<file path="config.mk">
export PLATFORM = sky130hd
export DESIGN_NAME = ut_param
export DESIGN_NICKNAME = d
export VERILOG_FILES = /design/src/rtl/ut_param.sv
export SDC_FILE = /design/constraint.sdc
export NUM_CORES = 1
export LEC_CHECK = 0
export ABC_AREA = 1
export BUFFER_PORTS_ARGS = -buffer_cell sky130_fd_sc_hd__buf_4
export CAP_MARGIN = 25
export CORE_ASPECT_RATIO = 0.8
export CORE_UTILIZATION = 40
export DETAILED_ROUTE_END_ITERATION = 8
export GPL_ROUTABILITY_DRIVEN = 1
export GPL_TIMING_DRIVEN = 1
export SLEW_MARGIN = 20
export SYNTH_ARGS = -nofsm -noshare
export SYNTH_HDL_FRONTEND = slang
export SYNTH_SLANG_ARGS = --single-unit
</file>
<file path="constraint.sdc">
create_clock -name clk -period 6.2 [get_ports clk]
set_clock_uncertainty 0.15 [all_clocks]
set_input_delay 0.93 -clock clk [delete_from_list [all_inputs] [get_ports clk]]
set_output_delay 0.93 -clock clk [all_outputs]
set_load 0.1 [all_outputs]
</file>
<file path="src/rtl/ut_param.sv">
// ============================================================================
// Module : ut_param
// Accumulator ALU over a small operand register file; the optional
// shift-add multiplier on sel_ual=111 is built when UT_PARAM_MUL_EN is defined.
// Rev    : 1.0
// ============================================================================
`default_nettype none

module ut_param #(
  parameter int  WIDTH = 8,
  parameter int  NREG  = 4,
  localparam int RSW   = $clog2(NREG)
) (
  input  logic             clk,
  input  logic             rst_n,
  input  logic             ce,
  input  logic [2:0]       sel_ual,
  input  logic [RSW-1:0]   r_sel,
  input  logic             load_r,
  input  logic             load_accu,
  input  logic             load_carry,
  input  logic             init_carry,
  input  logic [WIDTH-1:0] data_in,
  output logic [WIDTH-1:0] data_out,
  output logic             carry,
  output logic             zero,
  output logic             busy,
  output logic             done
);

  logic [WIDTH-1:0] accu_q, accu_d;
  logic             carry_q, carry_d;
  logic [WIDTH-1:0] r_q [NREG];
  logic [WIDTH-1:0] opb;
  logic [WIDTH:0]   sum, dif;
  logic [WIDTH-1:0] alu_res;
  logic             alu_co;

  // Unmatched indices (r_sel >= NREG) fall through and read as zero.
  always_comb begin
    opb = '0;
    for (int i = 0; i < NREG; i++) begin
      if (r_sel == i[RSW-1:0]) opb = r_q[i];
    end
  end

  assign sum = {1'b0, accu_q} + {1'b0, opb} + {{WIDTH{1'b0}}, carry_q};
  // A + ~B + Ci equals A - B - ~Ci, and bit WIDTH is the "no borrow" flag.
  assign dif = {1'b0, accu_q} + {1'b0, ~opb} + {{WIDTH{1'b0}}, carry_q};

  always_comb begin
    alu_res = opb;
    alu_co  = 1'b0;
    case (sel_ual)
      3'b001: begin alu_res = sum[WIDTH-1:0]; alu_co = sum[WIDTH]; end
      3'b010: begin alu_res = dif[WIDTH-1:0]; alu_co = dif[WIDTH]; end
      3'b011: alu_res = accu_q & opb;
      3'b100: alu_res = accu_q | opb;
      3'b101: alu_res = accu_q ^ opb;
      3'b110: begin alu_res = {accu_q[WIDTH-2:0], carry_q}; alu_co = accu_q[WIDTH-1]; end
`ifndef UT_PARAM_MUL_EN
      3'b111: begin alu_res = {carry_q, accu_q[WIDTH-1:1]}; alu_co = accu_q[0]; end
`endif
      default: ;
    endcase
  end

`ifdef UT_PARAM_MUL_EN
  localparam int            SW   = $clog2(WIDTH);
  localparam logic [SW-1:0] LAST = SW'(WIDTH - 1);

  typedef enum logic [0:0] {S_IDLE = 1'b0, S_MUL = 1'b1} state_t;

  state_t             state_q, state_d;
  logic [SW-1:0]      step_q, step_d;
  logic [2*WIDTH-1:0] prod_q, prod_d, prod_nxt;
  logic [WIDTH-1:0]   mcand_q, mcand_d;
  logic               creq_q, creq_d;
  logic               done_q, done_d;
  logic [WIDTH:0]     psum;

  // Low half starts as the multiplier and drains out as the product shifts in.
  assign psum     = {1'b0, prod_q[2*WIDTH-1:WIDTH]} + (prod_q[0] ? {1'b0, mcand_q} : '0);
  assign prod_nxt = {psum, prod_q[WIDTH-1:1]};
  assign busy     = (state_q == S_MUL);
  assign done     = done_q;
`else
  assign busy = 1'b0;
  assign done = 1'b0;
`endif

  always_comb begin
    accu_d  = accu_q;
    carry_d = carry_q;
`ifdef UT_PARAM_MUL_EN
    state_d = state_q;
    step_d  = step_q;
    prod_d  = prod_q;
    mcand_d = mcand_q;
    creq_d  = creq_q;
    done_d  = 1'b0;
    if (state_q == S_MUL) begin
      prod_d = prod_nxt;
      step_d = step_q + 1'b1;
      if (step_q == LAST) begin
        accu_d  = prod_nxt[WIDTH-1:0];
        if (creq_q) carry_d = |prod_nxt[2*WIDTH-1:WIDTH];
        step_d  = '0;
        state_d = S_IDLE;
        done_d  = 1'b1;
      end
    end else if (load_accu && (sel_ual == 3'b111)) begin
      mcand_d = accu_q;
      prod_d  = {{WIDTH{1'b0}}, opb};
      creq_d  = load_carry;
      step_d  = '0;
      state_d = S_MUL;
    end else
`endif
    begin
      if (load_accu) accu_d = alu_res;
      if (init_carry)      carry_d = 1'b0;
      else if (load_carry) carry_d = alu_co;
    end
  end

  always_ff @(posedge clk or negedge rst_n) begin
    if (!rst_n) begin
      accu_q  <= '0;
      carry_q <= 1'b0;
`ifdef UT_PARAM_MUL_EN
      state_q <= S_IDLE;
      step_q  <= '0;
      prod_q  <= '0;
      mcand_q <= '0;
      creq_q  <= 1'b0;
      done_q  <= 1'b0;
`endif
    end else if (ce) begin
      accu_q  <= accu_d;
      carry_q <= carry_d;
`ifdef UT_PARAM_MUL_EN
      state_q <= state_d;
      step_q  <= step_d;
      prod_q  <= prod_d;
      mcand_q <= mcand_d;
      creq_q  <= creq_d;
      done_q  <= done_d;
`endif
    end
  end

  always_ff @(posedge clk or negedge rst_n) begin
    if (!rst_n) begin
      for (int i = 0; i < NREG; i++) r_q[i] <= '0;
    end else if (ce && !busy && load_r) begin
      for (int i = 0; i < NREG; i++) begin
        if (r_sel == i[RSW-1:0]) r_q[i] <= data_in;
      end
    end
  end

  assign data_out = accu_q;
  assign carry    = carry_q;
  assign zero     = (accu_q == '0);

endmodule

`default_nettype wire

</file>
==> results of run 1 <==
-- cells in the mapped netlist, drive strengths merged --
| cell type | n | area, um2 |
|---|---|---|
| nand2 | 144 | 548 |
| inv | 79 | 297 |
| o21ai | 65 | 333 |
| nor2 | 42 | 170 |
| dfrtp | 41 | 1030 |
| nand3 | 39 | 200 |
| ha | 23 | 288 |
| a21oi | 13 | 65.1 |
| buf | 13 | 72.6 |
| nand4 | 8 | 50.1 |
| nor3 | 5 | 25.0 |
| o22ai | 5 | 37.5 |
| fa | 4 | 80.1 |
| or2 | 4 | 25.0 |
| nand3b | 2 | 15.0 |
| a22oi | 1 | 7.51 |
| a311oi | 1 | 8.76 |
| and3 | 1 | 6.26 |
| conb | 1 | 3.75 |
| o21a | 1 | 7.51 |
-- cell families after synthesis --
group                      after synthesis  share of synthesized area
buffers and inverters                   92                      0.113
adders and majority gates               27                      0.113
other                                    1                    0.00115
and+or+nand+nor                        245                      0.318
AOI/OAI and AO/OA                       86                      0.141
DFF                                     41                      0.314
-- layout by cell type (no fill, tap or decap), types with 4 or more instances in the layout --
master    netlist  final
nand2_1       143    143
inv_1          66     66
o21ai_1        44     44
dfrtp_1        41     41
nor2_1         39     39
nand3_1        38     38
buf_4           3     29
ha_1           23     23
o21ai_0        19     19
inv_2          13     13
a21oi_1        13     13
nand4_1         8      8
nor3_1          5      5
clkbuf_8        0      5
o22ai_1         4      4
fa_1            4      4
-- power by group --
| part | internal (uW) | switching, uW | leakage (uW) |
|---|---|---|---|
| clock network | 121 | 107 | 0.0000554 |
| logic | 172 | 421 | 0.00139 |
| registers | 321 | 49.4 | 0.000512 |
| total | 614 | 577 | 0.00196 |
-- cell type report --
cell class	instances	area, um2	area share
clock buffers	6	72.6	0.0198
multi-input cells	360	1870	0.512
flip-flops and latches	41	1030	0.280
inverters	79	297	0.0810
clock inverters	2	38.8	0.0106
well taps	108	135	0.0369
repair buffers	29	218	0.0595
-- per-layer routing --
layer	share of wire	track usage	wire (um)
met3	0.096	0.0438	921
met4	0.0087	0.0448	83
met2	0.41	0.342	3890
met5	0	0	0
met1	0.49	0.383	4650
-- critical path: cells and delay by family --
kind / cells / cell delay (ns)
AO/OA/AOI/OAI: 1 / 0.06
buffers and inverters: 4 / 0.43
adder cells (fa/ha/maj): 2 / 0.80
AND/OR/NAND/NOR: 11 / 1.01
-- stage by stage --
| stage | setup WS (ns) | area [um2] | hold WS [ns] |
|---|---|---|---|
| 2_1_floorplan | 1.85 | 3270 | 0.303 |
| 3_3_place_gp | 2.72 | 3550 | 0.318 |
| 3_5_place_dp | 2.72 | 3550 | 0.326 |
| 4_1_cts | 3.03 | 3660 | 0.348 |
| 5_1_grt | 2.74 | 3660 | 0.367 |
| 6_report | 3.00 | 3660 | 0.344 |
-- sequential cells by signal, summed over array words and instances (netlist names) --
name and flops:
data_out 8, r_q 32, carry 1
-- worst max-delay path by stage --
stage / start / endpoint / slack, ns / cells past startpoint
after floorplan: data_out[0] / zero / 1.85 / 3
after global placement: r_sel[0] / carry / 2.72 / 19
after detailed placement: r_sel[0] / data_out[6] / 2.72 / 18
after CTS: r_sel[0] / data_out[6] / 3.03 / 18
after global routing: r_sel[0] / data_out[4] / 2.74 / 18
final: r_sel[0] / data_out[6] / 3.00 / 18
==> qor.csv, run 1 <==
stage,metric,value,unit
floorplan,# rows,29,
place,Placed Cells,617,
yosys,Mapped Area,3270,um2
final_layout,final core occ,0.463,
critical_path,"Critical Path, Cell by Cell",buf_4 > inv_2 > nor2_4 > nand2_1 > nand2_1 > o21ai_1 > nand2_1 > inv_2 > fa_1 > fa_1 > inv_1 > nand4_1 > nand3_1 > nand2_1 > nand3_1 > nand3_1 > nand2_1 > nand2_1,
run_status,failing checks,DRC,
global_routing,initial antenna violation count,0,
place,number of I/O port buffers,29,
critical_path,most frequent CP cell,nand2_1,
timing,Rel. slew slack,0.550,
cts,CTS Root Cell,clkbuf_8,
drt,WL final,9.55,mm
critical_path,Worst setup SP type,primary input,
drt,DRT iter0 DRCs,337,
power_and_ir_drop,Power Dens Cells,325,nW/um2
critical_path,worst stage delay on the critical path,0.41,ns
place,Final GP Congestion,0.912,
global_routing,All-Layer GR Usage,0.243,
power_and_ir_drop,Tot Pwr,1190,uW
drt,total number of vias,3247,
drt,Vias per Instance,5.20,
drt,DRT antenna net count,0,
worst_hold_path,Hold EP,r_q[31],
timing,Tcrit/Tclk final,0.516,
floorplan,die area,8530,um2
worst_hold_path,min-delay worst type,reg -> reg,
place,hpwl dp,7.27,mm
worst_hold_path,worst min-delay path startpoint,r_q[31],
global_routing,first-pass GRT wire length,15.9,mm
drt,Remaining DRCs,2,
final_layout,Final #Nets,563,
yosys,warnings from Yosys,0,
drt,DRT Pass-1 Iters,7,
critical_path,reg-to-reg critical path endpoint,data_out[6],
global_routing,largest net degree at the start of global routing,42,
global_routing,vias in the first global route,3024,
final_layout,number of inserted diodes,0,
flow_run,maxcap violations,0,
worst_hold_path,hold path depth,2,
critical_path,Slowest cell on crit path,fa_1,
cts,CTS Sinks,41,
timing,Final setup viols,0,
floorplan,# IOs,32,
cts,post_cts resized,0,
power_and_ir_drop,worst vdd ir,0.185,mV
critical_path,Setup CP Type,in -> reg,
final_layout,area added between synthesis and finish,12.1,%
global_routing,Congestion Overflow GR,0,
power_and_ir_drop,Leakage,0.00196,uW
critical_path,Worst Setup End Kind,register,
critical_path,critical path peak fanout,8,
drt,WL per Instance,15.3,um
yosys,"FF+latch count, synth",41,
timing,f_max,312,MHz
cts,setup repair bufs after CTS,0,
floorplan,Die X,103,um
yosys,Synth cell types,31,
critical_path,FF-to-FF path depth,15,
timing,fin crit period,3.20,ns
critical_path,worst reg2reg startpoint,r_q[24],
timing,Sum Neg Setup Slack,0,ns
yosys,Syn Inst Count,492,
timing,Hold Fails Final Rpt,0,
critical_path,Arrival @ worst endpoint,3.25,ns
cts,CTS tree,yes,
cts,level count of the clock H-tree,2,
floorplan,Die Ht,82.8,um
cts,Num CTS Buffers,5,
yosys,post-synthesis sequential area ratio,0.314,
final_layout,# fillers,863,
final_layout,share of post-route cells with drive strength above 1,0.112,
critical_path,r2r setup slk,3.61,ns
final_layout,Final Non-Filler Cells,625,
yosys,mean post-synth cell area,6.64,um2
cts,hold-fix buffers at CTS,0,
timing,worst slew pin tran,0.674,ns
timing,fin. max-slew vios,0,
floorplan,core area,7910,um2
timing,RSZ-0062 raised after global routing,no,
cts,clock latency on the worst-skew pair,0.30,ns
floorplan,initial core utilization,0.413,
cts,clock-pin slew on the worst setup and hold paths,0.09,ns
run_status,run status,"finished, violations left",
cts,clk buf depth,2,
critical_path,Worst EP required,6.25,ns
Note: power is estimated with default switching activity, not from simulation.
==> run 2: changes to the inputs <==
==> constraint.sdc (replaced) <==
create_clock -name clk -period 3.2 [get_ports clk]
set_clock_uncertainty 0.15 [all_clocks]
set_input_delay 0.48 -clock clk [delete_from_list [all_inputs] [get_ports clk]]
set_output_delay 0.48 -clock clk [all_outputs]
set_load 0.1 [all_outputs]
==> run 2 against run 1 <==
- the flow now finishes without violations
- final cell count grew 0.32%
- utilization grew 0.25 points
- first-iteration DRC count shrank 15%
- sequential cell count is the same
- highest routed layer unchanged
==> qor.csv, run 2 (synthesis gave the netlist of run 1 again) <==
stage,metric,value,unit
run_status,run status,finished clean,
critical_path,Arrival @ worst endpoint,2.75,ns
global_routing,first-pass GRT wire length,15.5,mm
place,number of I/O port buffers,29,
timing,worst hold margin,0.0119,ns
final_layout,Final Non-Filler Cells,627,
worst_hold_path,min-delay worst type,in -> async,
place,Final GP Congestion,0.957,
final_layout,Final #Nets,565,
timing,f_max,372,MHz
timing,Hold Fails Final Rpt,0,
floorplan,initial core utilization,0.413,
critical_path,Worst setup SP type,primary input,
timing,Tcrit/Tclk final,0.839,
final_layout,max reg flops,32,
cts,clk buf depth,2,
global_routing,met2 usage,0.324,
floorplan,# IOs,32,
timing,Final setup viols,0,
critical_path,Setup CP Type,in -> reg,
floorplan,Die Ht,82.8,um
final_layout,area added between synthesis and finish,12.7,%
final_layout,Register Area,1030,um2
global_routing,largest net degree at the start of global routing,42,
global_routing,grt peak-use layer,met1,
global_routing,Congestion Overflow GR,0,
global_routing,vias in the first global route,2974,
drt,WL final,9.47,mm
final_layout,share of post-route cells with drive strength above 1,0.118,
timing,Rel. slew slack,0.591,
critical_path,FF-to-FF path depth,16,
critical_path,r2r setup slk,0.64,ns
cts,clock latency on the worst-skew pair,0.29,ns
cts,hold-fix buffers at CTS,0,
timing,fin crit period,2.69,ns
power_and_ir_drop,Power Dens Cells,630,nW/um2
critical_path,worst reg2reg startpoint,r_q[24],
drt,Remaining DRCs,0,
place,hpwl dp,7.24,mm
cts,Num CTS Buffers,5,
global_routing,initial antenna violation count,0,
drt,WL per Instance,15.1,um
drt,Vias per Instance,5.20,
global_routing,met1 global-route usage,0.375,
cts,CTS Sinks,41,
floorplan,Die X,103,um
final_layout,# fillers,861,
global_routing,All-Layer GR Usage,0.238,
cts,post_cts resized,0,
flow_run,maxcap violations,0,
final_layout,most frequent cells in the layout,"nand2_1, inv_1, o21ai_1",
timing,worst slew pin tran,0.613,ns
critical_path,reg-to-reg critical path endpoint,data_out[6],
cts,clock-pin slew on the worst setup and hold paths,0.09,ns
floorplan,core area,7910,um2
drt,DRT Pass-1 Iters,5,
cts,CTS Root Cell,clkbuf_8,
cts,CTS tree,yes,
power_and_ir_drop,worst vdd ir,0.367,mV
drt,DRT antenna net count,0,
final_layout,number of inserted diodes,0,
floorplan,die area,8530,um2
critical_path,critical path peak fanout,8,
drt,DRT iter0 DRCs,286,
critical_path,Worst Setup End Kind,register,
final_layout,Multi-input gate area,1880,um2
cts,setup repair bufs after CTS,0,
timing,Sum Neg Setup Slack,0,ns
place,Placed Cells,619,
drt,total number of vias,3263,
timing,RSZ-0062 raised after global routing,no,
global_routing,met3 Resource Use GR,0.0471,
final_layout,"commonest non-fill, non-tap cell in the layout",nand2_1,
timing,fin. max-slew vios,0,
critical_path,Worst EP required,3.26,ns
final_layout,"Most flops, register",r_q,
power_and_ir_drop,Leakage,0.00197,uW
floorplan,# rows,29,
cts,level count of the clock H-tree,2,
run 2: how the worst max path moves through the flow:
stage	start	slack, ns	end	cells after the start
after floorplan	data_out[0]	0.14	zero	3
after global placement	r_sel[0]	0.29	carry	19
after detailed placement	r_sel[0]	0.25	carry	19
after CTS	r_sel[0]	0.56	data_out[2]	17
after global routing	r_sel[0]	0.31	carry	19
final	r_sel[0]	0.51	data_out[2]	17
run 2: metal layers:
layer,vias up,part of all wire
li1,1619,-
met1,1483,0.49
met2,147,0.41
met3,14,0.085
met4,0,0.019
met5,-,0
run 2: cell type report:
type / instances / area share
multi-input cells: 360 / 0.511
flip-flops and latches: 41 / 0.279
inverters: 79 / 0.0806
repair buffers: 31 / 0.0632
well taps: 108 / 0.0367
clock buffers: 6 / 0.0197
clock inverters: 2 / 0.0105
run 2: report_power, final:
group	internal, uW	switching, uW
Combinational	345	822
Clock	235	197
Sequential	621	98.3
run 2: critical path: stages:
cell	delay [ns]
buf_4	0.12
inv_2	0.09
nor2_4	0.15
nand2_1	0.07
nand2_1	0.05
o21ai_1	0.06
nand2_1	0.13
inv_2	0.07
fa_1	0.40
fa_1	0.41
inv_1	0.12
nor2_1	0.05
nor3_1	0.24
nor2_1	0.08
nand2_1	0.07
nor2_1	0.04
o21ai_1	0.12
run 2: stage by stage:
step	utilization	total power, uW	cell area [um2]	worst slack, ns
after CTS	0.465	2310	3680	0.565
after detailed placement	0.451	1870	3570	0.252
after floorplan	-	1570	3270	0.138
after global routing	0.465	2490	3680	0.314
final	0.465	2320	3680	0.514
after global placement	0.451	1870	3570	0.288
